$ cat config.mk
export PLATFORM = sky130hd
export DESIGN_NAME = draw_scheduler_flat
export DESIGN_NICKNAME = d
export VERILOG_FILES = /design/src/rtl/draw_scheduler_if.sv /design/src/rtl/draw_scheduler.sv /design/src/flat_wrapper.sv
export SDC_FILE = /design/constraint.sdc
export NUM_CORES = 1
export LEC_CHECK = 0
export ABC_AREA = 1
export BUFFER_PORTS_ARGS = -buffer_cell sky130_fd_sc_hd__buf_4
export CAP_MARGIN = 20
export CORE_MARGIN = 1
export CORE_UTILIZATION = 30
export CTS_CLUSTER_SIZE = 28
export DETAILED_ROUTE_END_ITERATION = 8
export PLACE_DENSITY = 0.7
export SLEW_MARGIN = 20
export SYNTH_ARGS = -nofsm -noshare
export SYNTH_HDL_FRONTEND = slang
export SYNTH_SLANG_ARGS = --single-unit
$ cat constraint.sdc
create_clock -name clock -period 2 [get_ports clock]
set_input_delay 0.1 -clock clock [delete_from_list [all_inputs] [get_ports clock]]
set_output_delay 0.1 -clock clock [all_outputs]
set_load 0.05 [all_outputs]
$ cat src/rtl/draw_scheduler_if.sv
// draw_scheduler_if -- bundle of every non-clock/reset signal of draw_scheduler.
//   Frame/dirty pulses in:   frame_tick, map_dirty_set, HUD_dirty_set
//   Drawer handshake:        draw_map/draw_HUD/draw_sprite (level enables out),
//                            draw_map_done/draw_HUD_done/draw_sprite_done (pulses in)
//   Drawer pixel buses in:   map_*/HUD_*/spr_* x(9) y(8) colour(3) write(1)
//   Shared VGA port out:     VGA_x, VGA_y, VGA_colour, VGA_write
//   Status out:              busy, frame_overrun, timeout_err, state_dbg
// modport slave is the scheduler side; modport master is the driving side.
interface draw_scheduler_if;
  logic       frame_tick;
  logic       map_dirty_set;
  logic       HUD_dirty_set;
  logic       draw_map;
  logic       draw_HUD;
  logic       draw_sprite;
  logic       draw_map_done;
  logic       draw_HUD_done;
  logic       draw_sprite_done;
  logic [8:0] map_x;
  logic [7:0] map_y;
  logic [2:0] map_colour;
  logic       map_write;
  logic [8:0] HUD_x;
  logic [7:0] HUD_y;
  logic [2:0] HUD_colour;
  logic       HUD_write;
  logic [8:0] spr_x;
  logic [7:0] spr_y;
  logic [2:0] spr_colour;
  logic       spr_write;
  logic [8:0] VGA_x;
  logic [7:0] VGA_y;
  logic [2:0] VGA_colour;
  logic       VGA_write;
  logic       busy;
  logic       frame_overrun;
  logic       timeout_err;
  logic [1:0] state_dbg;

  modport slave (
    input  frame_tick, map_dirty_set, HUD_dirty_set,
    input  draw_map_done, draw_HUD_done, draw_sprite_done,
    input  map_x, map_y, map_colour, map_write,
    input  HUD_x, HUD_y, HUD_colour, HUD_write,
    input  spr_x, spr_y, spr_colour, spr_write,
    output draw_map, draw_HUD, draw_sprite,
    output VGA_x, VGA_y, VGA_colour, VGA_write,
    output busy, frame_overrun, timeout_err, state_dbg
  );

  modport master (
    output frame_tick, map_dirty_set, HUD_dirty_set,
    output draw_map_done, draw_HUD_done, draw_sprite_done,
    output map_x, map_y, map_colour, map_write,
    output HUD_x, HUD_y, HUD_colour, HUD_write,
    output spr_x, spr_y, spr_colour, spr_write,
    input  draw_map, draw_HUD, draw_sprite,
    input  VGA_x, VGA_y, VGA_colour, VGA_write,
    input  busy, frame_overrun, timeout_err, state_dbg
  );
endinterface

$ cat src/rtl/draw_scheduler.sv
// draw_scheduler -- per-frame sequencer for the map, HUD and sprite drawers.
// On frame_tick it runs MAP (if map dirty), HUD (if HUD dirty), then SPRITE
// (every frame), and muxes the active drawer's pixel bus onto the VGA port.
// Ports:
//   clock   : system clock, all logic on posedge
//   reset   : synchronous active-high reset (sets both dirty flags)
//   bus     : draw_scheduler_if.slave, see interface header
// Drawer handshake: draw_<x> is a level enable held high for the whole phase;
// the drawer answers with a one-cycle draw_<x>_done. A done is only honoured
// while its own enable is high, and the phase ends on the following edge.
module draw_scheduler #(
  parameter logic [16:0] TIMEOUT = 17'd100000
) (
  input logic             clock,
  input logic             reset,
  draw_scheduler_if.slave bus
);

  typedef enum logic [1:0] {IDLE = 2'd0, MAP = 2'd1, HUD = 2'd2, SPRITE = 2'd3} state_t;

  state_t      state_q, state_d;
  logic [16:0] phase_cnt;
  logic        map_dirty, hud_dirty;
  logic        map_clr, hud_clr, timeout_hit, phase_expired;
  logic        frame_overrun_q, timeout_err_q;

  assign phase_expired = (phase_cnt == TIMEOUT - 17'd1);

  always_comb begin
    state_d     = state_q;
    map_clr     = 1'b0;
    hud_clr     = 1'b0;
    timeout_hit = 1'b0;
    case (state_q)
      IDLE: begin
        if (bus.frame_tick) begin
          if (map_dirty)      state_d = MAP;
          else if (hud_dirty) state_d = HUD;
          else                state_d = SPRITE;
        end
      end
      MAP: begin
        if (bus.draw_map_done) begin
          map_clr = 1'b1;
          state_d = hud_dirty ? HUD : SPRITE;
        end else if (phase_expired) begin
          timeout_hit = 1'b1;
          state_d     = IDLE;
        end
      end
      HUD: begin
        if (bus.draw_HUD_done) begin
          hud_clr = 1'b1;
          state_d = SPRITE;
        end else if (phase_expired) begin
          timeout_hit = 1'b1;
          state_d     = IDLE;
        end
      end
      SPRITE: begin
        if (bus.draw_sprite_done) begin
          state_d = IDLE;
        end else if (phase_expired) begin
          timeout_hit = 1'b1;
          state_d     = IDLE;
        end
      end
      default: state_d = IDLE;
    endcase
  end

  always_ff @(posedge clock) begin
    if (reset) begin
      state_q         <= IDLE;
      phase_cnt       <= 17'd0;
      map_dirty       <= 1'b1;
      hud_dirty       <= 1'b1;
      frame_overrun_q <= 1'b0;
      timeout_err_q   <= 1'b0;
    end else begin
      state_q <= state_d;
      // Counter restarts on any state change and idles at zero.
      if (state_d != state_q || state_q == IDLE) phase_cnt <= 17'd0;
      else                                       phase_cnt <= phase_cnt + 17'd1;
      // A set pulse beats a same-cycle clear so the new request is not lost.
      map_dirty       <= bus.map_dirty_set | (map_dirty & ~map_clr);
      hud_dirty       <= bus.HUD_dirty_set | (hud_dirty & ~hud_clr);
      // Ticks outside IDLE are dropped, including one that coincides with
      // the sprite done.
      frame_overrun_q <= bus.frame_tick && (state_q != IDLE);
      if (timeout_hit) timeout_err_q <= 1'b1;
    end
  end

  assign bus.draw_map      = (state_q == MAP);
  assign bus.draw_HUD      = (state_q == HUD);
  assign bus.draw_sprite   = (state_q == SPRITE);
  assign bus.busy          = (state_q != IDLE);
  assign bus.frame_overrun = frame_overrun_q;
  assign bus.timeout_err   = timeout_err_q;
  assign bus.state_dbg     = state_q;

  always_comb begin
    bus.VGA_x      = 9'd0;
    bus.VGA_y      = 8'd0;
    bus.VGA_colour = 3'd0;
    bus.VGA_write  = 1'b0;
    case (state_q)
      MAP: begin
        bus.VGA_x      = bus.map_x;
        bus.VGA_y      = bus.map_y;
        bus.VGA_colour = bus.map_colour;
        bus.VGA_write  = bus.map_write;
      end
      HUD: begin
        bus.VGA_x      = bus.HUD_x;
        bus.VGA_y      = bus.HUD_y;
        bus.VGA_colour = bus.HUD_colour;
        bus.VGA_write  = bus.HUD_write;
      end
      SPRITE: begin
        bus.VGA_x      = bus.spr_x;
        bus.VGA_y      = bus.spr_y;
        bus.VGA_colour = bus.spr_colour;
        bus.VGA_write  = bus.spr_write;
      end
      default: ;
    endcase
  end

endmodule

$ cat src/flat_wrapper.sv
// flat-port wrapper written by rule: the top's interface ports become plain ports
module draw_scheduler_flat 
#(
  parameter logic [16:0] TIMEOUT = 17'd100000
)
  (clock, reset, bus_frame_tick, bus_map_dirty_set, bus_HUD_dirty_set, bus_draw_map_done, bus_draw_HUD_done, bus_draw_sprite_done, bus_map_x, bus_map_y, bus_map_colour, bus_map_write, bus_HUD_x, bus_HUD_y, bus_HUD_colour, bus_HUD_write, bus_spr_x, bus_spr_y, bus_spr_colour, bus_spr_write, bus_draw_map, bus_draw_HUD, bus_draw_sprite, bus_VGA_x, bus_VGA_y, bus_VGA_colour, bus_VGA_write, bus_busy, bus_frame_overrun, bus_timeout_err, bus_state_dbg);
  draw_scheduler_if bus_i ();
  input logic clock;
  input logic reset;
  input wire logic [$bits(bus_i.frame_tick)-1:0] bus_frame_tick;
  input wire logic [$bits(bus_i.map_dirty_set)-1:0] bus_map_dirty_set;
  input wire logic [$bits(bus_i.HUD_dirty_set)-1:0] bus_HUD_dirty_set;
  input wire logic [$bits(bus_i.draw_map_done)-1:0] bus_draw_map_done;
  input wire logic [$bits(bus_i.draw_HUD_done)-1:0] bus_draw_HUD_done;
  input wire logic [$bits(bus_i.draw_sprite_done)-1:0] bus_draw_sprite_done;
  input wire logic [$bits(bus_i.map_x)-1:0] bus_map_x;
  input wire logic [$bits(bus_i.map_y)-1:0] bus_map_y;
  input wire logic [$bits(bus_i.map_colour)-1:0] bus_map_colour;
  input wire logic [$bits(bus_i.map_write)-1:0] bus_map_write;
  input wire logic [$bits(bus_i.HUD_x)-1:0] bus_HUD_x;
  input wire logic [$bits(bus_i.HUD_y)-1:0] bus_HUD_y;
  input wire logic [$bits(bus_i.HUD_colour)-1:0] bus_HUD_colour;
  input wire logic [$bits(bus_i.HUD_write)-1:0] bus_HUD_write;
  input wire logic [$bits(bus_i.spr_x)-1:0] bus_spr_x;
  input wire logic [$bits(bus_i.spr_y)-1:0] bus_spr_y;
  input wire logic [$bits(bus_i.spr_colour)-1:0] bus_spr_colour;
  input wire logic [$bits(bus_i.spr_write)-1:0] bus_spr_write;
  output wire logic [$bits(bus_i.draw_map)-1:0] bus_draw_map;
  output wire logic [$bits(bus_i.draw_HUD)-1:0] bus_draw_HUD;
  output wire logic [$bits(bus_i.draw_sprite)-1:0] bus_draw_sprite;
  output wire logic [$bits(bus_i.VGA_x)-1:0] bus_VGA_x;
  output wire logic [$bits(bus_i.VGA_y)-1:0] bus_VGA_y;
  output wire logic [$bits(bus_i.VGA_colour)-1:0] bus_VGA_colour;
  output wire logic [$bits(bus_i.VGA_write)-1:0] bus_VGA_write;
  output wire logic [$bits(bus_i.busy)-1:0] bus_busy;
  output wire logic [$bits(bus_i.frame_overrun)-1:0] bus_frame_overrun;
  output wire logic [$bits(bus_i.timeout_err)-1:0] bus_timeout_err;
  output wire logic [$bits(bus_i.state_dbg)-1:0] bus_state_dbg;
  assign bus_i.frame_tick = bus_frame_tick;
  assign bus_i.map_dirty_set = bus_map_dirty_set;
  assign bus_i.HUD_dirty_set = bus_HUD_dirty_set;
  assign bus_i.draw_map_done = bus_draw_map_done;
  assign bus_i.draw_HUD_done = bus_draw_HUD_done;
  assign bus_i.draw_sprite_done = bus_draw_sprite_done;
  assign bus_i.map_x = bus_map_x;
  assign bus_i.map_y = bus_map_y;
  assign bus_i.map_colour = bus_map_colour;
  assign bus_i.map_write = bus_map_write;
  assign bus_i.HUD_x = bus_HUD_x;
  assign bus_i.HUD_y = bus_HUD_y;
  assign bus_i.HUD_colour = bus_HUD_colour;
  assign bus_i.HUD_write = bus_HUD_write;
  assign bus_i.spr_x = bus_spr_x;
  assign bus_i.spr_y = bus_spr_y;
  assign bus_i.spr_colour = bus_spr_colour;
  assign bus_i.spr_write = bus_spr_write;
  assign bus_draw_map = bus_i.draw_map;
  assign bus_draw_HUD = bus_i.draw_HUD;
  assign bus_draw_sprite = bus_i.draw_sprite;
  assign bus_VGA_x = bus_i.VGA_x;
  assign bus_VGA_y = bus_i.VGA_y;
  assign bus_VGA_colour = bus_i.VGA_colour;
  assign bus_VGA_write = bus_i.VGA_write;
  assign bus_busy = bus_i.busy;
  assign bus_frame_overrun = bus_i.frame_overrun;
  assign bus_timeout_err = bus_i.timeout_err;
  assign bus_state_dbg = bus_i.state_dbg;
  draw_scheduler #(.TIMEOUT(TIMEOUT)) u_core (.clock(clock), .reset(reset), .bus(bus_i));
endmodule
==> results of run 1 <==
## area by class of cell
class	count	area, um^2	area share (%)
multi-input cells	186	976	38.9
repair buffers	108	823	32.8
flip-flops and latches	23	462	18.4
inverters	31	116	4.64
well taps	70	87.6	3.49
clock buffers	4	45.0	1.79
## power by group through the flow
stage	Combinational (mW)	Clock (mW)	Sequential, mW
2_1_floorplan	0.521	0	0.518
3_3_place_gp	0.810	0	0.495
3_5_place_dp	0.812	0	0.495
4_1_cts	0.815	0.288	0.484
5_1_grt	0.892	0.319	0.487
6_report	0.838	0.282	0.485
## timing repair
item	CTS	global route
resized for setup	0	0
setup buffers	0	5
endpoints found under the setup margin	0	6
## registers in the layout, indices dropped and copies added (netlist names)
register,cells
u_core.map_dirty,1
u_core.bus.timeout_err,1
u_core.bus.frame_overrun,1
u_core.hud_dirty,1
u_core.bus.state_dbg,2
u_core.phase_cnt,17
## how the worst max path moves through the flow
stage,slack (ns),endpoint,startpoint
detailed placement,0.15,u_core.phase_cnt[15],u_core.phase_cnt[0]
global route,0.02,u_core.phase_cnt[15],u_core.phase_cnt[0]
floorplan,0.04,u_core.phase_cnt[6],u_core.bus.state_dbg[0]
global placement,0.28,u_core.phase_cnt[14],u_core.phase_cnt[0]
finish,0.21,u_core.phase_cnt[15],u_core.phase_cnt[0]
CTS,0.12,u_core.phase_cnt[15],u_core.phase_cnt[0]
## cells in the final DEF (no fill, tap or decap)
cell                       count
sky130_fd_sc_hd__buf_4       107
sky130_fd_sc_hd__dfxtp_2       1
sky130_fd_sc_hd__nand3_2       1
sky130_fd_sc_hd__o21ai_2       1
sky130_fd_sc_hd__dfxtp_1      22
sky130_fd_sc_hd__buf_12        1
sky130_fd_sc_hd__nand2_1      85
sky130_fd_sc_hd__or2_0         1
sky130_fd_sc_hd__nor2_2        1
sky130_fd_sc_hd__nand2_2       4
sky130_fd_sc_hd__nor3_2       12
sky130_fd_sc_hd__inv_2         1
sky130_fd_sc_hd__nor2_4        1
sky130_fd_sc_hd__nand3_1      30
sky130_fd_sc_hd__xor2_1       12
sky130_fd_sc_hd__clkbuf_8      3
sky130_fd_sc_hd__nand4_4       1
sky130_fd_sc_hd__nor3b_1       1
sky130_fd_sc_hd__clkbuf_1      1
sky130_fd_sc_hd__o211ai_1      1
sky130_fd_sc_hd__nor3_1        8
sky130_fd_sc_hd__nor2_1       16
sky130_fd_sc_hd__ha_1          1
sky130_fd_sc_hd__inv_1        29
sky130_fd_sc_hd__or2_1         1
sky130_fd_sc_hd__xnor2_1       2
sky130_fd_sc_hd__nand4_1       5
sky130_fd_sc_hd__clkinv_1      1
sky130_fd_sc_hd__a21oi_1       2
## layer usage
metal / vias up / part of all wire, %
met5: - / 0
met4: 0 / 0.60
met3: 2 / 5.1
met2: 40 / 50
met1: 834 / 44
li1: 987 / -
## cells by family after synthesis
kind of cell	Yosys count	share of synthesized area, %
adders and majority gates	1	0.783
xor gates and xnor gates	14	7.67
buffers and inverters	39	10.1
DFF	23	28.8
AOI/OAI and AO/OA	4	1.64
and+or+nand+nor	167	51.0
## tightest hold or removal path, cell delays in order
cell                      delay, ns
sky130_fd_sc_hd__buf_4         0.08
sky130_fd_sc_hd__a21oi_1       0.03
sky130_fd_sc_hd__nand2_1       0.04
## metrics by stage
| stage | setup slack (ns) | instance area (um^2) |
|---|---|---|
| after floorplan | 0.0403 | 1600 |
| after global placement | 0.276 | 2410 |
| after detailed placement | 0.148 | 2410 |
| after CTS | 0.117 | 2460 |
| after global routing | 0.0206 | 2510 |
| final | 0.213 | 2510 |
## Yosys cell counts
cell type                  instances
sky130_fd_sc_hd__nand2_1          85
sky130_fd_sc_hd__nand3_1          30
sky130_fd_sc_hd__inv_1            29
sky130_fd_sc_hd__dfxtp_1          23
sky130_fd_sc_hd__nor2_1           16
sky130_fd_sc_hd__nor3_2           12
sky130_fd_sc_hd__xor2_1           12
sky130_fd_sc_hd__nor3_1            8
sky130_fd_sc_hd__nand4_1           5
sky130_fd_sc_hd__clkbuf_1          4
sky130_fd_sc_hd__nand2_2           4
sky130_fd_sc_hd__a21oi_1           2
sky130_fd_sc_hd__buf_1             2
sky130_fd_sc_hd__buf_6             2
sky130_fd_sc_hd__xnor2_1           2
sky130_fd_sc_hd__clkinv_1          1
sky130_fd_sc_hd__ha_1              1
sky130_fd_sc_hd__inv_2             1
sky130_fd_sc_hd__nand3_2           1
sky130_fd_sc_hd__nand4_4           1
sky130_fd_sc_hd__nor2_2            1
sky130_fd_sc_hd__nor2_4            1
sky130_fd_sc_hd__nor3b_1           1
sky130_fd_sc_hd__o211ai_1          1
sky130_fd_sc_hd__o21ai_2           1
sky130_fd_sc_hd__or2_0             1
sky130_fd_sc_hd__or2_1             1
==> metrics.log, run 1 <==
INFO  metric io_pins = 100
INFO  metric pin_count_of_the_biggest_net_entering_global_routing = 24
INFO  metric initialDrtViolationCount = 68
INFO  metric cts.root.buffer_cell = sky130_fd_sc_hd__clkbuf_8
INFO  metric period_needed = 1.79 ns
INFO  metric chipWidth = around 75 um
INFO  metric yosys.area.top_type = sky130_fd_sc_hd__dfxtp_1
INFO  metric hold_path.class = in2reg
INFO  metric grt_antenna_before_repair = 0
INFO  metric synth.yosys.warnings = 0
INFO  metric cp.required = ~2.1 ns
INFO  metric effective_utilization_at_floorplan = 31.3%
INFO  metric grt_pass1_wl = 6150 um
INFO  metric timing.critical_path.cells = ha_1 -> nand3_1 -> inv_1 -> nand3_2 -> nand2_1 -> nand3_1 -> nor2_2 -> nor2_4 -> nor3_1
INFO  metric internal-power = roughly 0.90 mW
INFO  metric synth.net_count = 320
INFO  metric count_of_buffering_cells_on_the_critical_path_with_inverters_included = 1
INFO  metric reg2regPathDepth = 9
INFO  metric yosysSeqAreaShare = 28.8%
INFO  metric p_total = between 1.5 and 2 mW
INFO  metric floorplan.die_area = 5620 um^2
INFO  metric placementRows = 26
INFO  metric p_leak = approximately 1.2 nW
INFO  metric timing.critical_path.max_delay_family = simple AND/OR/NAND/NOR gates
INFO  metric layout_overhead_on_the_synthesized_area = 57.1%
INFO  metric critical-path-slowest-cell = sky130_fd_sc_hd__nor2_4
INFO  metric rr_endpoint = u_core.phase_cnt[15]
INFO  metric layout_fillers = 512
INFO  metric tightestPinTransition = 0.519 ns
INFO  metric finalNonFillerCells = between 400 and 500
INFO  metric comb_power_share = a little over half
INFO  metric setup_viol_count_final = 0
INFO  metric path_clk_slew = 0.08 ns
INFO  metric crit_path_max_incr_delay = 0.42 ns
INFO  metric final-max-slew-violation-count = 0
INFO  metric htreeDepth = 1
INFO  metric worst_hold_path.endpoint = u_core.map_dirty
INFO  metric postSynthCellCount = 248
INFO  metric crit_path_max_fanout = 17
INFO  metric post_route_cells_drive_above_1_share = 38.1%
INFO  metric crit-reg2reg-launch = u_core.phase_cnt[0]
INFO  metric antenna_left = 0
INFO  metric insertion_delay = 0.26 ns
INFO  metric cts_hold_buffers = 0
INFO  metric globalRoute.busiestLayer = met2
INFO  metric detailed_placement_wirelength_estimate = 3470 um
INFO  metric yosys-top-cells-area = sky130_fd_sc_hd__dfxtp_1 29%, sky130_fd_sc_hd__nand2_1 20%, sky130_fd_sc_hd__nand3_1 9.4%, sky130_fd_sc_hd__nor3_2 7.5%, sky130_fd_sc_hd__inv_1 6.8%
INFO  metric die_height = around 75 um
INFO  metric hold_path_depth = 3
INFO  metric gr-usage-met3 = 0.937%
INFO  metric vdd_drop_max = between 0.4 and 0.5 mV
INFO  metric pwr-share-seq = 30.2%
INFO  metric number_of_global_route_vias_before_repair = 1433
INFO  metric post_synth_instance_area = between 1500 and 2000 um^2
INFO  metric unrepaired_setup_endpoints_after_global_routing = no
INFO  metric clock_power_share = 17.6%
INFO  metric cts_buffer_depth = 2
INFO  metric critical_path.most_common_cell = sky130_fd_sc_hd__nand3_1
INFO  metric design.final.nets = 425
INFO  metric fp.coreArea = 5110 um^2
INFO  metric totalWireLength = 4470 um
INFO  metric gr-usage-all-layers = 13.9%
INFO  metric slew-limit-headroom = 65.3%
INFO  metric placedCellCount = 413
INFO  metric maxClockFrequency = 560 MHz
INFO  metric tns = 0 ns
INFO  metric avgRoutedWirePerCell = 10.6 um
INFO  metric power_switching_share = around 44%
INFO  metric final_core_util = 49.1%
INFO  metric hold_violations = 0
INFO  metric postSynthAreaPerCell = 6.44 um^2
INFO  metric numCtsBuffers = 3
INFO  metric synth.top_cell.area_share = 28.8%
INFO  metric worst_endpoint_data_arrival_time = 1.91 ns
INFO  metric rrSetupSlack = roughly 0.21 ns
INFO  metric fin_hold_ws = 0.0138 ns
INFO  metric cp.depth = 9
INFO  metric port-buffer-count = around 100
INFO  metric detail_route.drc_violations = 0
INFO  metric category_of_the_worst_setup_path_launch_point = flop
INFO  metric clock-sinks = 23
INFO  metric period_share = 89.4%
INFO  metric tritoncts = done
INFO  metric power_per_cell_area = 639 nW/um^2
INFO  metric min_from = bus_map_dirty_set
INFO  metric timing_worst_setup_path_type = reg2reg
INFO  metric num_antenna_cells = 0
INFO  metric clock_skew = 0.00264 ns
INFO  metric ys_ff_latch = 23
INFO  metric met2_usage = 24.3%
INFO  metric drt-vias-per-instance = roughly 4.4
INFO  metric globalRoute.totalOverflow = 0
INFO  metric gpl.final_weighted_congestion = around 0.87
INFO  metric run_status = complete, no violations
INFO  metric worstSetupEndpointType = flop
INFO  metric max-cap-violations = 0
INFO  metric switchingPower = between 0.7 and 0.8 mW
INFO  metric synthDistinctLibCells = 27
INFO  metric globalRouteMet1Util = 18.4%
INFO  metric detail_route.first_pass.iterations = 4
INFO  metric route.vias.total = 1863
Note: power is estimated with default switching activity, not from simulation.
==> run 2: changes to the inputs <==
--- a/config.mk
+++ b/config.mk
@@ -8,9 +8,8 @@
 export ABC_AREA = 1
 export BUFFER_PORTS_ARGS = -buffer_cell sky130_fd_sc_hd__buf_4
 export CAP_MARGIN = 20
-export CORE_MARGIN = 1
+export CORE_MARGIN = 1.5
 export CORE_UTILIZATION = 30
-export CTS_CLUSTER_SIZE = 28
 export DETAILED_ROUTE_END_ITERATION = 8
 export PLACE_DENSITY = 0.7
 export SLEW_MARGIN = 20
==> metrics.log, run 2 (synthesis results as in run 1) <==
INFO  metric tns = 0 ns (unchanged)
INFO  metric placementRows = 26 (unchanged)
INFO  metric setup_ws = 0.252 ns (+0.0388 ns)
INFO  metric globalRoute.totalOverflow = 0 (unchanged)
INFO  metric final-max-slew-violation-count = 0 (unchanged)
INFO  metric vdd_drop_max = 0.483 mV (+15%)
INFO  metric maxClockFrequency = 572 MHz (+2.2%)
INFO  metric drt-vias-per-instance = 4.40 (-0.26%)
INFO  metric hold_path.class = in2reg
INFO  metric max-cap-violations = 0 (unchanged)
INFO  metric setup_viol_count_final = 0 (unchanged)
INFO  metric category_of_the_worst_setup_path_launch_point = flop
INFO  metric cts_buffer_depth = 2 (unchanged)
INFO  metric detail_route.first_pass.iterations = 4 (unchanged)
INFO  metric timing.critical_path.max_delay_family = simple AND/OR/NAND/NOR gates
INFO  metric layout_overhead_on_the_synthesized_area = 55.8%
INFO  metric p_leak = 1.22 nW (-1.0%)
INFO  metric run_status = complete, no violations
INFO  metric cts.root.buffer_cell = sky130_fd_sc_hd__clkbuf_8
INFO  metric unrepaired_setup_endpoints_after_global_routing = no
INFO  metric tightestPinTransition = 0.518 ns (-0.00144 ns)
INFO  metric timing_worst_setup_path_type = reg2reg
INFO  metric count_of_buffering_cells_on_the_critical_path_with_inverters_included = 1 (unchanged)
INFO  metric path_clk_slew = 0.08 ns (about the same)
INFO  metric avgRoutedWirePerCell = 10.8 um (+2.1%)
INFO  metric layout.cells.most_common = sky130_fd_sc_hd__buf_4
INFO  metric crit_path_max_incr_delay = 0.42 ns (about the same)
INFO  metric detailed_placement_wirelength_estimate = 3570 um (+2.8%)
INFO  metric period_needed = 1.75 ns (-0.0388 ns)
INFO  metric dp_slack = 0.166 ns (+0.0180 ns)
INFO  metric clock_skew = 0.00657 ns (+0.00392 ns)
INFO  metric fin_hold_ws = 0.00322 ns (-0.0106 ns)
INFO  metric route.vias.total = 1845 (-0.97%)
INFO  metric gpl.final_weighted_congestion = 0.823 (-5.3%)
INFO  metric effective_utilization_at_floorplan = 31.3% (unchanged)
INFO  metric totalWireLength = 4540 um (+1.4%)
INFO  metric initialDrtViolationCount = 53 (-22%)
INFO  metric insertion_delay = 0.27 ns (about the same)
INFO  metric registers.top_by_ff_count = u_core.phase_cnt
INFO  metric chipWidth = 76.0 um (+1.3%)
INFO  metric worstSetupEndpointType = flop
INFO  metric die_height = 76.0 um (+1.3%)
INFO  metric rrSetupSlack = 0.25 ns (+0.04 ns)
INFO  metric layout_fillers = 517 (+0.98%)
INFO  metric slew-limit-headroom = 65.4% (+0.096 points)
INFO  metric numCtsBuffers = 3 (unchanged)
INFO  metric design.final.nets = 422 (-0.71%)
INFO  metric clock-sinks = 23 (unchanged)
INFO  metric antenna_left = 0 (unchanged)
INFO  metric pin_count_of_the_biggest_net_entering_global_routing = 24 (unchanged)
INFO  metric tritoncts = done
INFO  metric critical_path.most_common_cell = sky130_fd_sc_hd__nand3_1
INFO  metric detail_route.drc_violations = 0 (unchanged)
INFO  metric gr-usage-all-layers = 16.2% (+2.4 points)
INFO  metric io_pins = 100 (unchanged)
INFO  metric worst_endpoint_data_arrival_time = 1.89 ns (-0.02 ns)
INFO  metric htreeDepth = 1 (unchanged)
INFO  metric final_cell_mix = 103 x sky130_fd_sc_hd__buf_4, 85 x sky130_fd_sc_hd__nand2_1, 30 x sky130_fd_sc_hd__nand3_1
INFO  metric grt_pass1_wl = 7910 um (+29%)
INFO  metric number_of_global_route_vias_before_repair = 1738 (+21%)
INFO  metric num_antenna_cells = 0 (unchanged)
INFO  metric period_share = 87.4% (-1.9 points)
INFO  metric final_core_util = 48.8% (-0.39 points)
INFO  metric hold_violations = 0 (unchanged)
INFO  metric post_route_cells_drive_above_1_share = 37.2% (-0.82 points)
INFO  metric power_per_cell_area = 643 nW/um^2 (+0.63%)
INFO  metric grt_antenna_before_repair = 0 (unchanged)
INFO  metric largest_reg_flops = 17 (unchanged)
INFO  metric port-buffer-count = 99 (unchanged)
INFO  metric p_total = 1.60 mW (-0.18%)
INFO  metric critical-path-slowest-cell = sky130_fd_sc_hd__nor2_4
INFO  metric timing.critical_path.cells = ha_1 -> nand3_1 -> inv_1 -> nand3_2 -> nand2_1 -> nand3_1 -> nor2_2 -> nor2_4 -> nor3_1
INFO  metric fp.coreArea = 5110 um^2 (unchanged)
INFO  metric crit_path_max_fanout = 17 (unchanged)
INFO  metric floorplan.die_area = 5770 um^2 (+2.7%)
INFO  metric cp.required = 2.14 ns (+0.02 ns)
==> run 2: changes by cell type in the layout (fill, tap and decap cells not counted), sizes merged <==
cell / delta
dlygate4sd3: +1
buf: -4
==> run 2: metal layers <==
| metal | share of wire (%) | GRT usage, % | wire [um] | vias up |
|---|---|---|---|---|
| met1 | 45 | 20.8 | 2050 | 810 |
| met2 | 48 | 28.7 | 2190 | 52 |
| met5 | 0 | 0 | 0 | - |
| met4 | 1.1 | 4.07 | 50 | 0 |
| li1 | - | - | - | 978 |
| met3 | 5.4 | 2.16 | 244 | 5 |
==> run 2: cell type report <==
type / instances / area, um^2 / area share (%)
well taps: 70 / 87.6 / 3.52
clock buffers: 4 / 45.0 / 1.81
multi-input cells: 186 / 976 / 39.2
flip-flops and latches: 23 / 462 / 18.5
repair buffers: 105 / 803 / 32.3
inverters: 31 / 116 / 4.67
==> run 2: worst reg2reg max path: stages, from the launching register on <==
cell	delay, ns
sky130_fd_sc_hd__dfxtp_1	0.34
sky130_fd_sc_hd__ha_1	0.22
sky130_fd_sc_hd__nand3_1	0.13
sky130_fd_sc_hd__inv_1	0.07
sky130_fd_sc_hd__nand3_2	0.09
sky130_fd_sc_hd__nand2_1	0.07
sky130_fd_sc_hd__nand3_1	0.10
sky130_fd_sc_hd__nor2_2	0.06
sky130_fd_sc_hd__nor2_4	0.42
sky130_fd_sc_hd__nor3_1	0.12
==> run 2: stage by stage <==
stage / instances / instance area [um^2]
global route: 419 / 2490
CTS: 418 / 2470
global placement: 413 / 2410
finish: 419 / 2490
detailed placement: 413 / 2410
floorplan: 248 / 1600
==> run 2: worst paths after layout <==
check / depth (start not counted) / startpoint / to
worst max-delay path: 9 / u_core.phase_cnt[0] / u_core.phase_cnt[3]
worst min-delay path: 3 / bus_HUD_dirty_set / u_core.hud_dirty
worst max register to register: 9 / u_core.phase_cnt[0] / u_core.phase_cnt[3]
worst min register to register: 1 / u_core.phase_cnt[0] / u_core.phase_cnt[0]
==> run 2: power by group <==
| group | total (mW) | internal (mW) | switching, mW | leakage (nW) |
|---|---|---|---|---|
| Clock | 0.289 | 0.142 | 0.146 | 0.0228 |
| Combinational | 0.828 | 0.277 | 0.552 | 1.01 |
| Sequential | 0.485 | 0.470 | 0.0154 | 0.186 |
==> run 2: repair_timing <==
item / 4_1_cts / 5_1_grt
setup buffers: 0 / 1
endpoints found under the setup margin: 0 / 5
hold buffers: 1 / 0
gates resized for setup: 0 / 0
hold endpoints to repair: 1 / 0
